## src/rtl/bin_to_ascii_dec.sv

```systemverilog
// bin_to_ascii_dec
//   Sequential binary-to-decimal ASCII formatter. A captured unsigned value
//   is converted to BCD with the double-dabble algorithm (one input bit per
//   clock), then streamed out as fixed-width decimal characters, most
//   significant digit first, optionally followed by a terminator character.
//   All outputs come straight from registers.
module bin_to_ascii_dec #(
    parameter int         WIDTH   = 6,
    parameter int         DIGITS  = 2,
    parameter bit         TERM_EN = 1'b1,
    parameter logic [7:0] TERM    = 8'h0A
) (
    input  logic             clk,
    input  logic             rst_n,
    input  logic             in_valid,
    output logic             in_ready,
    input  logic [WIDTH-1:0] in_data,
    output logic             out_valid,
    input  logic             out_ready,
    output logic [7:0]       out_data,
    output logic             out_last,
    output logic             busy
);

    // ------------------------------------------------------------------
    // Derived sizes
    // ------------------------------------------------------------------
    localparam int BCDW   = 4 * DIGITS;
    localparam int NCHARS = DIGITS + (TERM_EN ? 1 : 0);
    localparam int IDXW   = (NCHARS > 1) ? $clog2(NCHARS) : 1;
    localparam int CNTW   = $clog2(WIDTH + 1);

    localparam logic [IDXW-1:0] LAST_IDX = IDXW'(NCHARS - 1);

    // The digit field must be able to hold the largest input value.
    if (10 ** DIGITS <= 2 ** WIDTH) begin : gParamCheck
        $error("bin_to_ascii_dec: DIGITS too small for WIDTH");
    end

    // ------------------------------------------------------------------
    // State encoding
    // ------------------------------------------------------------------
    typedef enum logic [1:0] {
        IDLE = 2'd0,
        CONV = 2'd1,
        EMIT = 2'd2
    } state_t;

    // ------------------------------------------------------------------
    // Helpers
    // ------------------------------------------------------------------

    // Double-dabble correction: every nibble of 5 or more gets +3 so that
    // the following left shift carries correctly into the next digit.
    function automatic logic [BCDW-1:0] addThree(input logic [BCDW-1:0] bcd);
        logic [BCDW-1:0] res;
        res = bcd;
        for (int d = 0; d < DIGITS; d++) begin
            if (bcd[4*d +: 4] >= 4'd5) begin
                res[4*d +: 4] = bcd[4*d +: 4] + 4'd3;
            end else begin
                res[4*d +: 4] = bcd[4*d +: 4];
            end
        end
        return res;
    endfunction

    // Character at stream position idx: digits first (MSD first), then the
    // terminator. A BCD nibble is at most 9, so 8'h30 + nibble is {3, nibble}.
    function automatic logic [7:0] charAt(input logic [BCDW-1:0] bcd,
                                          input logic [IDXW-1:0] idx);
        logic [7:0] ch;
        ch = TERM;
        for (int d = 0; d < DIGITS; d++) begin
            if (idx == IDXW'(d)) begin
                ch = {4'h3, bcd[4*(DIGITS-1-d) +: 4]};
            end else begin
                ch = ch;
            end
        end
        return ch;
    endfunction

    // ------------------------------------------------------------------
    // Registers and next-state signals
    // ------------------------------------------------------------------
    state_t            stateR,    stateS;
    logic [WIDTH-1:0]  binR,      binS;
    logic [BCDW-1:0]   bcdR,      bcdS;
    logic [CNTW-1:0]   cntR,      cntS;
    logic [IDXW-1:0]   idxR,      idxS;
    logic              outValidR, outValidS;
    logic [7:0]        outDataR,  outDataS;
    logic              outLastR,  outLastS;
    logic              inReadyR,  inReadyS;
    logic              busyR,     busyS;

    logic [BCDW-1:0]   adjBcdS;
    logic [BCDW-1:0]   shiftedBcdS;
    logic [IDXW-1:0]   nextIdxS;

    // Next-state and next-output logic for the IDLE/CONV/EMIT controller.
    always_comb begin
        stateS    = stateR;
        binS      = binR;
        bcdS      = bcdR;
        cntS      = cntR;
        idxS      = idxR;
        outValidS = outValidR;
        outDataS  = outDataR;
        outLastS  = outLastR;
        inReadyS  = inReadyR;
        busyS     = busyR;

        // One double-dabble step: correct, then shift the top input bit in.
        // The cast drops the corrected MSB, which is always zero here.
        adjBcdS     = addThree(bcdR);
        shiftedBcdS = BCDW'({adjBcdS, binR[WIDTH-1]});
        nextIdxS    = idxR + IDXW'(1);

        case (stateR)
            IDLE: begin
                if (in_valid && inReadyR) begin
                    stateS   = CONV;
                    binS     = in_data;
                    bcdS     = '0;
                    cntS     = CNTW'(WIDTH);
                    inReadyS = 1'b0;
                    busyS    = 1'b1;
                end else begin
                    inReadyS = 1'b1;
                end
            end

            CONV: begin
                bcdS = shiftedBcdS;
                binS = {binR[WIDTH-2:0], 1'b0};
                cntS = cntR - CNTW'(1);
                if (cntR == CNTW'(1)) begin
                    // Final shift: first character is presented on this edge.
                    stateS    = EMIT;
                    idxS      = '0;
                    outValidS = 1'b1;
                    outDataS  = charAt(shiftedBcdS, '0);
                    outLastS  = (LAST_IDX == '0);
                end else begin
                    stateS = CONV;
                end
            end

            EMIT: begin
                if (out_ready) begin
                    if (idxR == LAST_IDX) begin
                        stateS    = IDLE;
                        outValidS = 1'b0;
                        outDataS  = 8'h00;
                        outLastS  = 1'b0;
                        inReadyS  = 1'b1;
                        busyS     = 1'b0;
                        idxS      = '0;
                    end else begin
                        idxS     = nextIdxS;
                        outDataS = charAt(bcdR, nextIdxS);
                        outLastS = (nextIdxS == LAST_IDX);
                    end
                end else begin
                    // Consumer stalled: hold the character and its flags.
                    outValidS = 1'b1;
                end
            end

            default: begin
                stateS    = IDLE;
                outValidS = 1'b0;
                outDataS  = 8'h00;
                outLastS  = 1'b0;
                inReadyS  = 1'b1;
                busyS     = 1'b0;
            end
        endcase
    end

    // State, datapath and output registers; reset discards any work in flight.
    always_ff @(posedge clk or negedge rst_n) begin
        if (!rst_n) begin
            stateR    <= IDLE;
            binR      <= '0;
            bcdR      <= '0;
            cntR      <= '0;
            idxR      <= '0;
            outValidR <= 1'b0;
            outDataR  <= 8'h00;
            outLastR  <= 1'b0;
            inReadyR  <= 1'b1;
            busyR     <= 1'b0;
        end else begin
            stateR    <= stateS;
            binR      <= binS;
            bcdR      <= bcdS;
            cntR      <= cntS;
            idxR      <= idxS;
            outValidR <= outValidS;
            outDataR  <= outDataS;
            outLastR  <= outLastS;
            inReadyR  <= inReadyS;
            busyR     <= busyS;
        end
    end

    assign in_ready  = inReadyR;
    assign out_valid = outValidR;
    assign out_data  = outDataR;
    assign out_last  = outLastR;
    assign busy      = busyR;

endmodule

```

## config.mk

```make
export PLATFORM = sky130hd
export DESIGN_NAME = bin_to_ascii_dec
export DESIGN_NICKNAME = d
export VERILOG_FILES = /design/src/rtl/bin_to_ascii_dec.sv
export SDC_FILE = /design/constraint.sdc
export NUM_CORES = 1
export LEC_CHECK = 0
export BUFFER_PORTS_ARGS = -buffer_cell sky130_fd_sc_hd__buf_2
export CAP_MARGIN = 20
export CORE_ASPECT_RATIO = 1.2
export CORE_MARGIN = 10
export CORE_UTILIZATION = 44
export DETAILED_ROUTE_END_ITERATION = 12
export PLACE_DENSITY_LB_ADDON = 0.05
export RECOVER_POWER = 25
export SYNTH_ARGS = -nofsm -noshare
export SYNTH_HDL_FRONTEND = slang
export SYNTH_SLANG_ARGS = --single-unit
```

## constraint.sdc

```tcl
create_clock -name clk -period 1.8 [get_ports clk]
set_input_delay 0 -clock clk [delete_from_list [all_inputs] [get_ports clk]]
set_output_delay 0 -clock clk [all_outputs]
set_load 0.03 [all_outputs]
```

---- Word level (Yosys, flattened, before mapping) ----
Index checks and enable logic that the tools add are counted.
Widths: inputs -> output; s select.
storage, ports and cells
  register bits ........................... 33
  bits of input ports ..................... 10
  word-level logic and storage cells ...... 79
operators by class
  multiplexer cells ....................... 38
  reduce and logical (&&, ||, !) cells .... 12
  eq/ne operators ......................... 11
  magnitude comparators ................... 2
  $add $sub $neg .......................... 4
  bitwise operators ....................... 2
operators by type and width
  cell                 count
  $mux 8               5
  $pmux 8 s3           1
  $pmux 8 s2           1
  $reduce_and 3->1     5
  $mux 2               7
  $mux 6               2
  $pmux 1 s3           4
  $pmux 6 s2           1
  $mux 1               11
  $ge 4x3->1 const B   2
  $ne 2x2->1 const B   4
  $eq 2x2->1 const B   3
  $mux 3               2
  $pmux 2 s3           1
  $pmux 3 s2           1
  $add 4x2->4 const B  1
  $eq 2x1->1 const B   2
  $logic_not 2->1      2
  $mux 4               1
  $pmux 2 s2           1
  $reduce_and 4->1     1
  $reduce_bool 2->1    2
  $add 3x2->3 const B  1
  $eq 3x1->1 const B   1
  6 further kinds      7

---- Longest topological paths before layout ----
  depth after elaboration ................. 7
  depth in mapped cells ................... 8
  depth with buffers taken out ............ 6

---- Worst setup path before layout ----
No wires, ideal clock.
  path kind ............................... register to register
  start ................................... register bcdR[5]
  end ..................................... register bcdR[6]
  cell stages (with the launch flop) ...... 7
  clock period less this slack ............ 1547 ps
  setup time .............................. 95 ps
  data arrival time ....................... 1451 ps
  path slack .............................. 253 ps
  buffers on the path ..................... 0
  cell sequence ........................... dfrtp_1 -> inv_1 -> ha_1 -> nand2b_1 -> a21oi_1 -> mux2_2 -> o31ai_1
between the ends
  longest elaborated chain between the ends .. 3
  elaborated cells between the ends (all ways) .. 4
  classes of those cells .................. 1 x add/sub; 1 x order compare; 2 x mux
ends and longest elaborated chain
  what                                       line    text
  start, declared                            89      logic [BCDW-1:0] bcdR, bcdS;
  start signal, assigned                     199     bcdR <= bcdS;
  $ge 4x3->1 or $add 3x2->3 (tied branches)  59, 60
  $mux 3 (*)                                 59      if (bcd[4*d +: 4] >= 4'd5) begin
  $pmux 8 s2 (*)                             121     case (stateR)
Every way passes the cells marked *; elsewhere a longest branch is shown, timed or not.
A chain may end at the register's enable or synchronous reset.

---- Final worst setup path ----
  start ................................... register bcdR[5]
  end ..................................... register outDataR[1], in the netlist out_data[1]
between the ends
  longest elaborated chain between the ends .. 5
  elaborated cells between the ends (all ways) .. 8
  classes of those cells .................. 1 x order compare; 7 x mux
ends and longest elaborated chain
  what                                                                line  text
  parallel branches: the longest is 4 deep, another holds $ge 4x3->1  -
  $pmux 8 s3 (*)                                                      121
  end signal, assigned                                                203   outDataR <= outDataS;
  end, declared                                                       93    logic [7:0] outDataR, outDataS;
Mark *: on every way between the ends. The select of a mux whose other input is x is not followed.

==> impl_metrics.csv <==
group,metric,value,unit
detailed_routing,ant_nets,0,
logic_synthesis,synth_xor_area_share,0.4772,%
detailed_routing,dr.first_iter.drc_count,90,
logic_synthesis,syn_inst,190,
cells_and_area,fin_util,53.07,%
global_routing,grt_pass1_wl,7176,um
die,dieArea,0.007166,mm2
worst_setup_path,arrival,1930,ps
detailed_routing,finalWirelength,4103,um
die,die_y,90.75,um
power_and_ir_drop,cellPowerDensity,1824,mW/mm2
sta,rsz0062_at_grt,"no",
worst_setup_path,crit_chain,"inv_1 > ha_1 > nand2b_1 > a21oi_2 > mux2_2 > a31oi_1",
logic_synthesis,avgSynthCellArea,9.661,um2
hold_path,min-delay-start,"in_data[5]",
logic_synthesis,synthMuxAreaShare,4.567,%
job,cap_violations,0,
global_routing,globalRouteOverflowTotal,0,
detailed_routing,viasPerCell,5.441,
sta,tightest_slew,746.0,ps
worst_setup_path,crit_path_top_delay_cell,"dfrtp_1",
placement,gp_congestion,0.9131,
logic_synthesis,synth_top_family_by_area,"compound AO/OA/AOI/OAI gates",
power_and_ir_drop,power_leakage,0.9505,nW
global_routing,busiest_layer,"met2",
worst_setup_path,crit_path_end_kind,"flop",
clocking,path_clk_slew,70,ps
logic_synthesis,syn_area,0.001836,mm2
power_and_ir_drop,irDropWorstVdd,920.9,uV
clocking,cts_buffers,5,
global_routing,grtUsageTotal,12.06,%
worst_setup_path,cp_data_required_time,2000,ps
sta,hold_viol,0,
detailed_routing,dr.pass1.iters,4,
cells_and_area,final_cell_mix,"dfrtp_1 (29), nand2_1 (19), inv_1 (16)",
die,fp-row-count,25,
cells_and_area,synthToLayoutAreaGrowth,14.86,%
logic_synthesis,ys_seq_area_share,40.97,%
clocking,cts-root-buf,"clkbuf_8",
global_routing,antenna_found_initial,0,
cells_and_area,final_common_cell,"dfrtp_1",
sta,relSlewSlack,50.27,%
sta,skew,10.57,ps
detailed_routing,drc,0,
placement,place_hpwl,3057,um
clocking,cts_tree,"built",
logic_synthesis,synth_compound_area_share,24.40,%
global_routing,use_met1,13.42,%
logic_synthesis,synth_cell_type_count,50,
detailed_routing,via_count,1480,
outcome,status,"finished, final reports clean",
die,die_width,78.96,um
sta,finalSetupViolations,0,
placement,io_buffers,19,
detailed_routing,routedWlPerCell,15.08,um
sta,maxSlewViolCount,0,
global_routing,grt_max_degree,31,
logic_synthesis,ys_ff_latch,30,
power_and_ir_drop,switching_share,44.63,%
cells_and_area,nNetsFinal,241,
power_and_ir_drop,clkPwrFrac,13.7,%
worst_setup_path,rrSetupSlack,70,ps
power_and_ir_drop,combPwrFrac,55.9,%
logic_synthesis,synth_edf_count,0,
sta,clock.fmax,0.5783,GHz
worst_setup_path,start_kind,"flop",
logic_synthesis,synthArstFlopShare,100.0,%
power_and_ir_drop,p_int,0.002129,W
hold_path,hp-class,"in -> reg",
power_and_ir_drop,pwr-share-seq,30.5,%
die,ios,22,
worst_setup_path,cp-startpoint,"bcdR[5]$_DFFE_PN0P_",
worst_setup_path,path_max_fanout,4,
clocking,htreeDepth,2,
cells_and_area,drive_gt1_share,21.10,%
logic_synthesis,yosysWarnings,0,
logic_synthesis,yosys.area_share.simple,13.29,%
clocking,clk_latency,280,ps
worst_setup_path,crit_type,"reg -> reg",
sta,fin_crit_sh,96.07,%
logic_synthesis,synthAdderAreaFrac,9.543,%
clocking,clockBufferDepth,2,
worst_setup_path,rr_startpoint,"bcdR[5]$_DFFE_PN0P_",
logic_synthesis,synthFlopType,"dfrtp_1",
power_and_ir_drop,p_sw,0.001716,W
die,core,0.003973,mm2
global_routing,met2_usage,20.98,%
global_routing,use_met3,4.482,%
cells_and_area,n_antenna_cell,0,
clocking,cts.sinks,30,
cells_and_area,fillers,396,
sta,fin_tns_setup,0,ps
worst_setup_path,slowest_delay,410,ps
die,start_util,46.20,%
global_routing,grt_pass1_vias,1556,
sta,min_period,1729,ps
## stage by stage
step                instance area [um2]  std cells  setup WS (ps)  power [W]  hold slack (ps)
finish                             2108        272          70.68   0.003845            12.23
global placement                   2007        262          186.9   0.003292            73.62
detailed placement                 2007        262          56.25   0.003327            82.43
floorplan                          1839        191          253.1   0.002757           -295.6
global route                       2108        272          9.457   0.004184            40.19
CTS                                2097        271          43.94   0.003865            18.85
## layer usage
metal	part of all wire (%)	wire length (um)
met1	42	1725
met2	51	2113
met3	5.6	229
met4	0.85	35
met5	0	0
## area by class of cell
class	count	area [um2]	area share [%]
flip-flops and latches	30	752.0	35.67
multi-input cells	136	975.9	46.29
inverters	16	60.06	2.849
repair buffers	28	172.7	8.190
clock buffers	8	80.08	3.798
well taps	54	67.56	3.205
## cells in the mapped netlist, types with 4 or more instances
master	n	area [um2]
a21oi_1	10	50.05
buf_4	6	45.04
dfrtp_1	29	725.7
ha_1	14	175.2
inv_1	16	60.06
mux2i_1	5	50.05
nand2_1	19	71.32
nand2b_1	6	37.54
o21a_1	4	30.03
o21ai_0	10	50.05
o21ai_1	9	45.04
o22ai_1	12	75.07
## path summary, 6_finish.rpt
check                           depth (start not counted)                 endpoint
worst max-delay path                                    6  out_data[1]$_DFFE_PN0P_
worst min-delay path                                    3      binR[5]$_DFFE_PN0P_
worst max register to register                          6  out_data[1]$_DFFE_PN0P_
worst min register to register                          2  out_data[2]$_DFFE_PN0P_
max in group asynchronous                               2      cntR[1]$_DFFE_PN0P_
min in group asynchronous                               2  out_data[4]$_DFFE_PN0P_
## worst max-delay path: cells and delay by family (launching register included)
kind	cells	cell delay, ps
AOI/OAI and AO/OA	2	390
adders and majority gates	1	180
buffers and inverters	1	100
DFF	1	410
muxes	1	380
and+or+nand+nor	1	180
## cells by family (layout without fill, tap and decap cells)
| logic type | count (synthesis) | count (layout) |
|---|---|---|
| other cells | 1 | 2 |
| compound gates | 67 | 67 |
| simple gates | 44 | 44 |
| fa+ha+maj | 14 | 14 |
| xor+xnor | 1 | 1 |
| buf+inv | 25 | 52 |
| flops | 30 | 30 |
| mux | 8 | 8 |
## power groups by stage
stage          logic [W]  registers (W)  clock network [W]
3_3_place_gp     0.00212        0.00117                  0
5_1_grt          0.00241        0.00121           0.000564
3_5_place_dp     0.00214        0.00118                  0
2_1_floorplan    0.00148        0.00128                  0
6_report         0.00215        0.00117           0.000526
4_1_cts          0.00216        0.00117           0.000536
## sequential cells by signal, indices dropped and copies added (netlist names)
register and flops:
idxR 2, out_valid 1, stateR 2, busy 1, binR 6, bcdR 8
out_last 1, cntR 3, in_ready 1, out_data 5
## repair_timing
| action | 4_1_cts | 5_1_grt |
|---|---|---|
| endpoints found under the setup margin | 0 | 2 |
| hold endpoints to repair | 29 | 0 |
| setup buffers | 0 | 1 |
| hold buffers | 1 | 0 |
| gates resized for setup | 0 | 2 |
Note: power is estimated with default switching activity, not from simulation.
